## config.mk

```make
export PLATFORM = sky130hd
export DESIGN_NAME = data_mem_ctrl
export DESIGN_NICKNAME = d
export VERILOG_FILES = /design/src/rtl/data_mem_ctrl.sv
export SDC_FILE = /design/constraint.sdc
export NUM_CORES = 1
export LEC_CHECK = 0
export ABC_AREA = 1
export CAP_MARGIN = 20
export CELL_PAD_IN_SITES_DETAIL_PLACEMENT = 2
export CELL_PAD_IN_SITES_GLOBAL_PLACEMENT = 2
export CORE_MARGIN = 10
export CORE_UTILIZATION = 22
export CTS_CLUSTER_SIZE = 24
export DETAILED_ROUTE_END_ITERATION = 12
export PLACE_DENSITY = 0.95
export SYNTH_ARGS = -nofsm -noshare
export SYNTH_HDL_FRONTEND = slang
export SYNTH_SLANG_ARGS = --single-unit
```

## constraint.sdc

```tcl
create_clock -name clk -period 2.7 [get_ports clk]
set_clock_uncertainty 0.1 [all_clocks]
set_input_delay 0.54 -clock clk [delete_from_list [all_inputs] [get_ports clk]]
set_output_delay 0.54 -clock clk [all_outputs]
set_load 0.1 [all_outputs]
```

## src/rtl/data_mem_ctrl.sv

```systemverilog
// Data-memory access controller for the MA stage of the RV32I pipeline.
// Formats byte/half/word accesses, runs one req/ack bus transaction and stalls the pipeline until it finishes.
module data_mem_ctrl #(
    parameter int unsigned TIMEOUT = 255
) (
    input  logic        clk,
    input  logic        rst,
    input  logic        i_ma_read,
    input  logic        i_ma_write,
    input  logic [31:0] i_ma_addr,
    input  logic [31:0] i_ma_wdata,
    input  logic [2:0]  i_ma_funct3,
    output logic [31:0] o_ma_rdata,
    output logic        o_data_ready,
    output logic        o_misaligned,
    output logic        o_bus_err,
    output logic        o_mem_req,
    output logic        o_mem_we,
    output logic [31:0] o_mem_addr,
    output logic [3:0]  o_mem_be,
    output logic [31:0] o_mem_wdata,
    input  logic        i_mem_ack,
    input  logic [31:0] i_mem_rdata,
    input  logic        i_mem_err,
    output logic [1:0]  dbg_state
);

    // Handshake: o_mem_req stays high from entry into ACCESS until the cycle
    // i_mem_ack is sampled (or the timeout fires); the MA inputs are held
    // stable by the stall (o_data_ready low) for the whole transaction.

    typedef enum logic [1:0] {
        IDLE   = 2'd0,
        ACCESS = 2'd1,
        DONE   = 2'd2
    } state_t;

    localparam logic [15:0] TIMEOUT_LAST = 16'(TIMEOUT - 1);

    state_t      state;
    logic [15:0] wait_cnt;

    logic        req_any;
    logic        size_b;
    logic        size_h;
    logic        size_w;
    logic        illegal;
    logic        misaligned;
    logic [31:0] lane_word;
    logic [7:0]  lane_byte;
    logic [15:0] lane_half;
    logic [31:0] load_fmt;

    assign req_any = i_ma_read | i_ma_write;
    assign size_b  = (i_ma_funct3[1:0] == 2'b00);
    assign size_h  = (i_ma_funct3[1:0] == 2'b01);
    assign size_w  = (i_ma_funct3 == 3'b010);

    // Unsigned variants (funct3[2]) only exist for loads; 011/110/111 are unused encodings.
    assign illegal = (i_ma_read & i_ma_write)
                   | (i_ma_funct3 == 3'b011)
                   | (i_ma_funct3 == 3'b110)
                   | (i_ma_funct3 == 3'b111)
                   | (i_ma_funct3[2] & i_ma_write);

    assign misaligned = (size_h & i_ma_addr[0]) | (size_w & (i_ma_addr[1:0] != 2'b00));

    assign o_mem_addr = {i_ma_addr[31:2], 2'b00};

    always_comb begin
        o_mem_be    = 4'b1111;
        o_mem_wdata = i_ma_wdata;
        if (size_b) begin
            o_mem_be    = 4'b0001 << i_ma_addr[1:0];
            o_mem_wdata = {4{i_ma_wdata[7:0]}};
        end else if (size_h) begin
            o_mem_be    = 4'b0011 << {i_ma_addr[1], 1'b0};
            o_mem_wdata = {2{i_ma_wdata[15:0]}};
        end
    end

    // Load path: shift the addressed lane down to bit 0, then extend.
    assign lane_word = i_mem_rdata >> {i_ma_addr[1:0], 3'b000};
    assign lane_byte = lane_word[7:0];
    assign lane_half = lane_word[15:0];

    always_comb begin
        load_fmt = i_mem_rdata;
        case (i_ma_funct3)
            3'b000:  load_fmt = {{24{lane_byte[7]}}, lane_byte};
            3'b001:  load_fmt = {{16{lane_half[15]}}, lane_half};
            3'b100:  load_fmt = {24'd0, lane_byte};
            3'b101:  load_fmt = {16'd0, lane_half};
            default: load_fmt = i_mem_rdata;
        endcase
    end

    assign o_data_ready = (state == DONE) || ((state == IDLE) && !req_any);
    assign dbg_state    = state;

    always_ff @(posedge clk or negedge rst) begin
        if (!rst) begin
            state        <= IDLE;
            wait_cnt     <= 16'd0;
            o_mem_req    <= 1'b0;
            o_mem_we     <= 1'b0;
            o_ma_rdata   <= 32'd0;
            o_misaligned <= 1'b0;
            o_bus_err    <= 1'b0;
        end else begin
            case (state)
                IDLE: begin
                    if (req_any) begin
                        if (illegal) begin
                            state     <= DONE;
                            o_bus_err <= 1'b1;
                        end else if (misaligned) begin
                            state        <= DONE;
                            o_misaligned <= 1'b1;
                        end else begin
                            state     <= ACCESS;
                            wait_cnt  <= 16'd0;
                            o_mem_req <= 1'b1;
                            o_mem_we  <= i_ma_write;
                        end
                    end
                end
                ACCESS: begin
                    if (i_mem_ack) begin
                        state     <= DONE;
                        o_mem_req <= 1'b0;
                        o_mem_we  <= 1'b0;
                        if (i_mem_err) begin
                            o_bus_err <= 1'b1;
                        end else if (i_ma_read) begin
                            o_ma_rdata <= load_fmt;
                        end
                    end else if (wait_cnt == TIMEOUT_LAST) begin
                        state     <= DONE;
                        o_mem_req <= 1'b0;
                        o_mem_we  <= 1'b0;
                        o_bus_err <= 1'b1;
                    end else begin
                        wait_cnt <= wait_cnt + 16'd1;
                    end
                end
                DONE: begin
                    state        <= IDLE;
                    o_misaligned <= 1'b0;
                    o_bus_err    <= 1'b0;
                end
                default: begin
                    state     <= IDLE;
                    o_mem_req <= 1'b0;
                    o_mem_we  <= 1'b0;
                end
            endcase
        end
    end

endmodule

```

== Word level (Yosys, flattened, before mapping) ==
Index checks and enable logic that the tools add are counted.
Cells by class
  add/sub/neg operators: 1
  eq/ne operators: 20
  shifts and indexed selects: 3
  muxes and demuxes: 37
  bitwise operators: 12
  reductions and logical operators: 16
Operators by type and width (number)
  32-bit one-hot mux with 4 select lines: 1
  16-bit 2-to-1 mux: 5
  32-bit 2-to-1 mux: 2
  16-bit one-hot mux with 2 select lines: 1
  32-bit by 5-bit right shift with 16-bit output: 1
  16-bit by 1-bit adder with 16-bit output (second input constant): 1
  16-bit by 8-bit equality test with 1-bit output (second input constant): 1
  1-bit 2-to-1 mux: 16
  2-bit != test (second input constant): 7
  3-bit equality test (second input constant): 4
  2-bit 2-to-1 mux: 5
  5-bit AND reduction: 2
  1-bit one-hot mux with 3 select lines: 3
  4-bit 2-to-1 mux: 2
  4-bit AND reduction: 2
  3-bit by 2-bit equality test with 1-bit output (second input constant): 2
  3-bit != test (second input constant): 2
  1-bit bitwise OR: 6
  6-bit AND reduction: 1
  2-bit nonzero test: 3
  1-bit AND: 4
  2-bit by 1-bit equality test with 1-bit output (second input constant): 2
  2-bit logical NOT: 2
  2-bit one-hot mux with 2 select lines: 1
  other kinds (12): 13
Word-level totals
  register bits after elaboration: 54
  bits of input ports: 105
  output and inout port bits: 107
  word-level logic and storage cells: 96

== Longest topological paths before layout ==
  depth after elaboration: 8
  depth in mapped cells: 11
  gate-level depth less buffers: 10

== Worst setup path after synthesis ==
No wires, ideal clock.
  path type: in2out
  from: input port i_ma_funct3[1]
  to: output port o_mem_wdata[10]
  arrival: 2.995 ns
  required time: 2.060 ns
  setup slack: -0.935 ns
  stages: 4
  buffers on the path: 2
  path through: buf_6 -> nor2_4 -> clkbuf_1 -> o21ai_0
Between the ends
  cells in the longest elaborated chain, start to end: 2
Ends and longest elaborated chain
  from (decl): line 12  | input logic [2:0] i_ma_funct3,
  2-bit logical NOT: line 55  | assign size_b = (i_ma_funct3[1:0] == 2'b00);
  32-bit 2-to-1 mux: line 73  | if (size_b) begin
  to (decl): line 21  | output logic [31:0] o_mem_wdata,
No other way between the ends.

== Final worst setup path ==
  from: input port i_ma_funct3[0]
  to: output port o_mem_wdata[29]
Between the ends
  cells in the longest elaborated chain, start to end: 3
  elaborated cells on any way between the ends: 4
  classes of those cells: eq/ne (1); mux (2); reduce/logical (1)
Ends and longest elaborated chain
  2-bit by 1-bit equality test with 1-bit output: line 56  | assign size_h = (i_ma_funct3[1:0] == 2'b01);
  32-bit 2-to-1 mux: line 76  | end else if (size_h) begin
  32-bit 2-to-1 mux *: line 73
Every way passes the cells marked *; elsewhere a longest branch is shown, timed or not.

==> results.md <==
* Final critical-path share of the clock period at 96.8%
* Part of the Yosys area used for sequential elements at 32.3%
* Area of the die at 24900 um^2
* Area after detailed placement at 5980 um^2
* Worst Reg-to-Reg Cells at 7
* Area of the mapped netlist at 4180 um^2
* ANT nets after route at 0
* Setup TNS after final layout at 0 ns
* Total power at 6.30 mW
* Biggest area consumer among synthesized cells: sky130_fd_sc_hd__dfrtp_1
* Overall routed net length at 18900 um
* RSZ-0062 raised after global routing: no
* CP Class: in2out
* Final weighted congestion in routability-driven placement at ~0.81
* Synth-to-layout area growth at 47.0%
* Area share of the largest cell type after synthesis at 32.3%
* # nets final at 843
* Clock transition time at the flip-flop clock pins of the worst setup and hold paths at 0.08 ns
* Clock sink count at 54
* Worst IR Drop VDD at ~280 uV
* Wire length of the first global-routing pass at 29500 um
* Number of hold violations in the final report at 0
* Via-to-Cell Ratio at 4.65
* Power Dens Cells at 1030 nW/um^2
* Time the final worst path needs with I/O delays and setup at 2.61 ns
* Yosys warnings at 0
* Count of state elements after synthesis at between 50 and 60
* Core area at 18700 um^2
* Iteration-0 DRC Markers at around 130
* Worst setup SP type: primary input
* Detailed placement HPWL at 15500 um
* Endpoint required time on the critical path at slightly above 2 ns
* Number of instances in the synthesized netlist at 622
* Final-report setup violation count at 0
* Post-route design area at 6140 um^2
* Core occupancy in the finished layout at 32.8%
* Average footprint of a synthesized cell at 6.72 um^2
* Capture instance of the worst register-to-register path: o_ma_rdata[0]
* Count of max-cap constraint violations at 0
* Post-cts repair resize count at 0
* Initial core utilization at 22.3%
* Share of cells above drive strength 1 at 20.5%
* Number of buffer cells added on primary ports at 149
* Pre-antenna DRT Iters at 4
* Root buf cell: sky130_fd_sc_hd__clkbuf_16
* Clock buffers created by TritonCTS at 5
* Highest net fanout along the worst path at 9
* Fillers at 2160
* Number of top-level pins at 212
* Result of the run: complete, no violations
* Final Hold Slack at approximately 0.16 ns
* Max Freq at 383 MHz
* Cell types occupying the most area after synthesis: sky130_fd_sc_hd__dfrtp_1, sky130_fd_sc_hd__nand2_1, sky130_fd_sc_hd__buf_4, sky130_fd_sc_hd__nor2_1, sky130_fd_sc_hd__inv_1
* Setup Buffers After CTS at 0
* Signal arrival time at the worst endpoint at a little under 2 ns
* Worst hold path type: in2async
* H-tree depth reported by CTS at 2
* DRC errors left at 0
* Latest clock arrival within the worst-skew pair at 0.33 ns
* Final slew viol count at 0
* Count of distinct cell types in the synthesized netlist at 34
* # rows at 50
* GR Util All Layers at 15.2%
* TritonCTS clock tree: done
* Pin slew with the least headroom to its limit at 0.720 ns
* Sum of overflow across all layers after global routing at 0
* Relative slew slack at 52.0%
* Leakage Power at 2.98 nW
* Vias in the first global route at 5277
* Hold buffer count at cts at 0
* Crit path capture: o_mem_wdata[29]
* Wirelength per Cell at between 15 and 20 um
* Buffer levels on the longest clock path at 2
* Floorplan die width at about 160 um
* Critical path endpoint category: primary output
* Launch point of the worst reg-to-reg path: dbg_state[1]
* Number of antenna violations at the first check in global routing at 1
* Maximum number of pins on one net before global-route repair at 33
* Setup slack of the most critical reg-to-reg path at 0.56 ns
* Critical Path Start: i_ma_funct3[0]
* Vertical extent of the die at 158 um
* DR vias at 4522
cells in the mapped netlist:
cell type	number
sky130_fd_sc_hd__o211ai_1	11
sky130_fd_sc_hd__nor3_1	1
sky130_fd_sc_hd__o21bai_2	11
sky130_fd_sc_hd__ha_1	2
sky130_fd_sc_hd__nand3_1	21
sky130_fd_sc_hd__nand3_2	1
sky130_fd_sc_hd__nand2_1	195
sky130_fd_sc_hd__buf_6	4
sky130_fd_sc_hd__o21ai_0	31
sky130_fd_sc_hd__nand2_2	4
sky130_fd_sc_hd__nor2_8	1
sky130_fd_sc_hd__dfrtp_1	54
sky130_fd_sc_hd__o21bai_1	10
sky130_fd_sc_hd__nand3b_1	1
sky130_fd_sc_hd__nor2_1	76
sky130_fd_sc_hd__xor2_1	4
sky130_fd_sc_hd__o221ai_1	4
sky130_fd_sc_hd__conb_1	1
sky130_fd_sc_hd__a21oi_1	18
sky130_fd_sc_hd__nand2_4	3
sky130_fd_sc_hd__inv_2	9
sky130_fd_sc_hd__buf_4	47
sky130_fd_sc_hd__nor2_4	2
sky130_fd_sc_hd__nand4_1	5
sky130_fd_sc_hd__o21ai_2	5
sky130_fd_sc_hd__clkbuf_1	7
sky130_fd_sc_hd__buf_1	1
sky130_fd_sc_hd__xnor2_1	3
sky130_fd_sc_hd__o22ai_1	3
sky130_fd_sc_hd__o21ai_1	12
sky130_fd_sc_hd__nand4_4	1
sky130_fd_sc_hd__inv_1	67
sky130_fd_sc_hd__buf_2	3
sky130_fd_sc_hd__nor2_2	4
how the worst min path moves through the flow:
stage	end	startpoint	slack, ns	depth (start not counted)
3_3_place_gp	o_mem_req	o_mem_req	0.36	2
3_5_place_dp	o_mem_req	o_mem_req	0.37	2
6_report	o_misaligned	rst	0.16	1
4_1_cts	o_misaligned	rst	0.20	1
2_1_floorplan	dbg_state[0]	rst	0.14	0
5_1_grt	wait_cnt[8]	rst	0.23	1
cells in the final DEF (no fill, tap or decap), types with 5 or more instances in the layout:
cell type                           n
sky130_fd_sc_hd__a21oi_1           18
sky130_fd_sc_hd__buf_12            38
sky130_fd_sc_hd__buf_4             56
sky130_fd_sc_hd__clkbuf_16          5
sky130_fd_sc_hd__clkdlybuf4s50_1   73
sky130_fd_sc_hd__dfrtp_1           54
sky130_fd_sc_hd__inv_1             67
sky130_fd_sc_hd__inv_2              8
sky130_fd_sc_hd__nand2_1          194
sky130_fd_sc_hd__nand3_1           21
sky130_fd_sc_hd__nand4_1            5
sky130_fd_sc_hd__nor2_1            76
sky130_fd_sc_hd__o211ai_1          11
sky130_fd_sc_hd__o21ai_0           23
sky130_fd_sc_hd__o21ai_1           14
sky130_fd_sc_hd__o21ai_2           11
sky130_fd_sc_hd__o21bai_1          10
sky130_fd_sc_hd__o21bai_2          11
metrics by stage:
stage,worst slack [ns],cells
after floorplan,-0.266,623
after global placement,0.103,963
after detailed placement,0.0650,963
after CTS,0.0604,971
after global routing,0.0186,972
final,0.0872,972
sequential cells by signal (all words and copies together), names as in the netlist:
| name | count |
|---|---|
| wait_cnt | 16 |
| o_ma_rdata | 32 |
| o_misaligned | 1 |
| o_bus_err | 1 |
| o_mem_we | 1 |
| dbg_state | 2 |
| o_mem_req | 1 |
logic make-up after synthesis:
| logic type | Yosys count | synth area share (%) |
|---|---|---|
| other | 1 | 0.0898 |
| AND/OR/NAND/NOR | 315 | 31.7 |
| XOR/XNOR | 7 | 1.47 |
| adder cells (fa/ha/maj) | 2 | 0.599 |
| buffers and inverters | 138 | 17.4 |
| flip-flops | 54 | 32.3 |
| AO/OA/AOI/OAI | 105 | 16.4 |
routing by layer:
| metal | vias to the layer above | track usage, % | routed length [um] |
|---|---|---|---|
| li1 | 2139 | - | - |
| met1 | 2226 | 16.7 | 7520 |
| met2 | 133 | 26.3 | 9420 |
| met3 | 24 | 5.43 | 1510 |
| met4 | 0 | 5.30 | 455 |
| met5 | - | 0 | 0 |
final cells by class:
class	count	area, um^2	area share [%]
multi-input combinational	431	2130	34.7
timing repair buffer	168	1920	31.2
sequential	54	1350	22.0
tap	234	293	4.77
inverter	76	290	4.73
clock buffer	5	125	2.04
clock inverter	3	28.8	0.469
antenna	1	2.50	0.0408
power breakdown:
part           internal [mW]  total [mW]  switching [mW]
clock                  0.356       0.738           0.382
sequential              1.09        1.29           0.202
combinational          0.998        4.27            3.27
total                   2.44        6.30            3.85
worst max-delay path, stage by stage:
cell	delay, ns
sky130_fd_sc_hd__clkdlybuf4s50_1	0.63
sky130_fd_sc_hd__buf_4	0.19
sky130_fd_sc_hd__nand2_4	0.09
sky130_fd_sc_hd__o211ai_1	0.29
sky130_fd_sc_hd__buf_12	0.22
Note: power is estimated with default switching activity, not from simulation.
==> patch 1: new RTL, same settings <==
Make the reset (`rst`) synchronous in one clocked block.
--- a/src/rtl/data_mem_ctrl.sv
+++ b/src/rtl/data_mem_ctrl.sv
@@ -100,3 +100,3 @@
 
-    always_ff @(posedge clk or negedge rst) begin
+    always_ff @(posedge clk) begin
         if (!rst) begin
Formal check against the unedited RTL: differs if rst is asserted again (counterexample within 4 cycles, from zero or initial values and one cycle with rst low); with rst held inactive, the same outputs for 4 cycles.
==> patch 1 against the unedited design <==
Sequential cell count is the same. Area after synthesis fell by 2.8%. Final cell count rose by 2.2%. First-iteration DRC count is 46% higher. Setup slack worse by 0.036 ns. Register-to-register slack better by 0.14 ns. Routed wire length rose by 1.4%. Final area fell by 1.7%.
Power is not compared: it rests on default switching activity, and its combinational part moved more than twofold at a synthesized area within 25%.
==> patch 1: results <==
set metrics [dict create \
    buffer_area_frac 0.322 \
    multi_input_gates 454 \
    inverters 77 \
    synth_xor_area_frac 0.0151 \
    place.detailed.hpwl_mm 15.0 \
    design.seq.count 54 \
    grt_max_degree 54 \
    worstSetupEndpoint "o_mem_wdata[30]" \
    synth-main-ff-cell "dfxtp_1" \
    slew_headroom 0.666 \
    status "completed" \
    timing.rr.end "o_ma_rdata[29]$_SDFFE_PN0P_" \
    synthDistinctLibCells 35 \
    place_ws_ns 0.0402 \
    reg2reg_slack_ns 0.70 \
    grt_usage 0.155 \
    via_per_inst 4.75 \
    clock_latency_ns 0.30 \
    seq_area_um2 1080 \
    place_area_um2 5870 \
    hold_ws_ns 0.358 \
    clk_share 0.0280 \
    met2WireLength_mm 9.89 \
    grt_pass1_vias 5372 \
    drtIter0Drc 187 \
    layout.nets 870 \
    fin_cells 993 \
    yosys-top-cells-count "139 x nand2_1, 93 x nor2_1, 67 x inv_1" \
    netlist_instances 649 \
    grt_pass1_wl_mm 30.5 \
    antenna_cells 0 \
    multi_input_area_share 0.373 \
    fin_area_um2 6040 \
    drive_gt1_frac 0.190 \
    use_met1 0.168 \
    antenna_found_initial 0 \
    n_all_buffers 171 \
    cp_max_fo 8 \
    finalWorstSetupSlack_ns 0.0513 \
]
patch 1: cell types whose count changed after synthesis, sizes merged, moves of 6 or more:
cell / change
a21oi: +29
o21ai: +49
clkbuf: +6
nor2: +16
dfrtp: -54
o21bai: -18
dfxtp: +54
nand2: -50
patch 1: power groups by stage:
stage | logic [W] | registers, W | clock network (W)
after floorplan | 0.000908 | 0.00106 | 0
after global placement | 0.00138 | 0.000873 | 0
after detailed placement | 0.00141 | 0.000874 | 0
after CTS | 0.00142 | 0.000856 | 0.000803
after global routing | 0.00148 | 0.000860 | 0.000827
final | 0.00140 | 0.000855 | 0.000777
patch 1: logic make-up (layout without fill, tap and decap cells):
logic type	count (synthesis)	after routing
simple gates	279	279
compound gates	164	164
buf+inv	142	256
flops	54	54
xor+xnor	7	7
fa+ha+maj	2	2
other cells	1	2
patch 1: critical path, cell delays in order:
cell	delay, ns
clkdlybuf4s50_1	0.45
buf_4	0.18
inv_12	0.04
nor2_4	0.12
inv_2	0.11
o211ai_1	0.34
buf_12	0.23
==> patch 2: new RTL, config.mk and constraints unchanged <==
Without the edit above. Set the parameter `TIMEOUT` to 127 (it was 255).
--- a/src/rtl/data_mem_ctrl.sv
+++ b/src/rtl/data_mem_ctrl.sv
@@ -3,3 +3,3 @@
 module data_mem_ctrl #(
-    parameter int unsigned TIMEOUT = 255
+    parameter int unsigned TIMEOUT = 127
 ) (
Function: no difference found for any inputs over 10 cycles, from zero or initial values and one cycle with rst low; that may be too few to reach the edited logic, so the function may still have changed.
==> patch 2 against the unedited design <==
Setup slack improved by 0.0044 ns. Total power rose by 3.1%. Core utilization rose by 0.42 points. Combinational power rose by 4%. Maximum frequency rose by 0.17%. Hold slack got worse by 0.035 ns. Final cell count fell by 3.5%. Sequential cell count did not move. Area after synthesis fell by 5.0%. Final area fell by 3.4%. Clock power fell by 5.3%. Routed wire length fell by 5.1%. First-iteration DRC count rose by 63%. Critical path type unchanged.
==> patch 2: results <==
set metrics [dict create \
    status "completed" \
    met2WireLength_mm 9.37 \
    top_register "o_ma_rdata" \
    startpoint "i_ma_funct3[0]" \
    antenna_cells 0 \
    p_comb_frac 0.684 \
    antenna_found_initial 0 \
    slew_headroom 0.607 \
    netlist_instances 593 \
    ff2ff_path_depth 9 \
    grt_pass1_vias 5143 \
    place.detailed.hpwl_mm 14.9 \
    ys_top_cells_by_area "dfrtp_1 34%, nand2_1 16%, buf_4 7.8%" \
    drive_gt1_frac 0.181 \
    layout.nets 815 \
    hold_class "in2async" \
    dr.pass1.iters 5 \
    dp_cells 930 \
    p_per_area_nw_per_um2 1090 \
    synthDistinctLibCells 31 \
    io_buffers 149 \
    met3_usage 0.0477 \
    area_growth_pct 49.5 \
    top_layer "met4" \
    grt_usage 0.147 \
    cts.clk_slew.worst_paths_ns 0.08 \
    pwr-share-seq 0.209 \
    place_area_um2 5770 \
    grt_max_degree 49 \
    largest_register_ffs 32 \
    grtUsageMet2 0.270 \
    clock_latency_ns 0.30 \
    max_freq_mhz 383 \
    r2r_start "wait_cnt[0]$_DFFE_PN0P_" \
    p_leak_nw 2.87 \
    synthArstFlopShare 1.00 \
    reg2reg_slack_ns 0.88 \
    clk_path_buf_depth 2 \
    ir_worst_vdd_v 0.000475 \
    wl_met1_mm 6.89 \
    p_switching_w 0.00401 \
    grt_pass1_wl_mm 28.6 \
    cts-root-buf "clkbuf_16" \
    met3_length_mm 1.24 \
    nFillCells 2070 \
    yosysWarnings 0 \
    hold_ws_ns 0.128 \
    wl_mm 17.9 \
    yosys-top-cells-count "170 x nand2_1, 72 x nor2_1, 64 x inv_1" \
    htree_levels 2 \
    place_congestion 0.809 \
    drtIter0Drc 208 \
    yosysSeqAreaShare 0.341 \
    use_met1 0.155 \
    fin_cells 938 \
    place_ws_ns 0.0819 \
    timing.rr.end "wait_cnt[14]$_DFFE_PN0P_" \
    worstSetupEndpoint "o_mem_wdata[26]" \
    vias 4428 \
]
patch 2: area by class of cell:
| class | count | area share |
|---|---|---|
| timing repair buffer | 169 | 0.325 |
| clock buffer | 6 | 0.0234 |
| sequential | 54 | 0.228 |
| inverter | 70 | 0.0443 |
| multi-input combinational | 408 | 0.328 |
| clock inverter | 2 | 0.00295 |
| tap | 229 | 0.0483 |
patch 2: timing repair:
| action | in CTS | in global routing |
|---|---|---|
| gates resized for setup | 0 | 1 |
| endpoints found under the setup margin | 0 | 1 |
| setup buffers | 0 | 0 |
patch 2: logic make-up after synthesis:
family / after synthesis / synth area share
simple gates: 276 / 0.285
compound gates: 117 / 0.167
xor+xnor: 11 / 0.0243
buf+inv: 132 / 0.175
flops: 54 / 0.341
fa+ha+maj: 2 / 0.00631
other cells: 1 / 0.000945
patch 2: critical path, cell delays in order:
cell,delay [ns]
clkdlybuf4s50_1,0.51
inv_1,0.11
nor2_4,0.14
inv_2,0.11
o211ai_1,0.32
buf_12,0.22
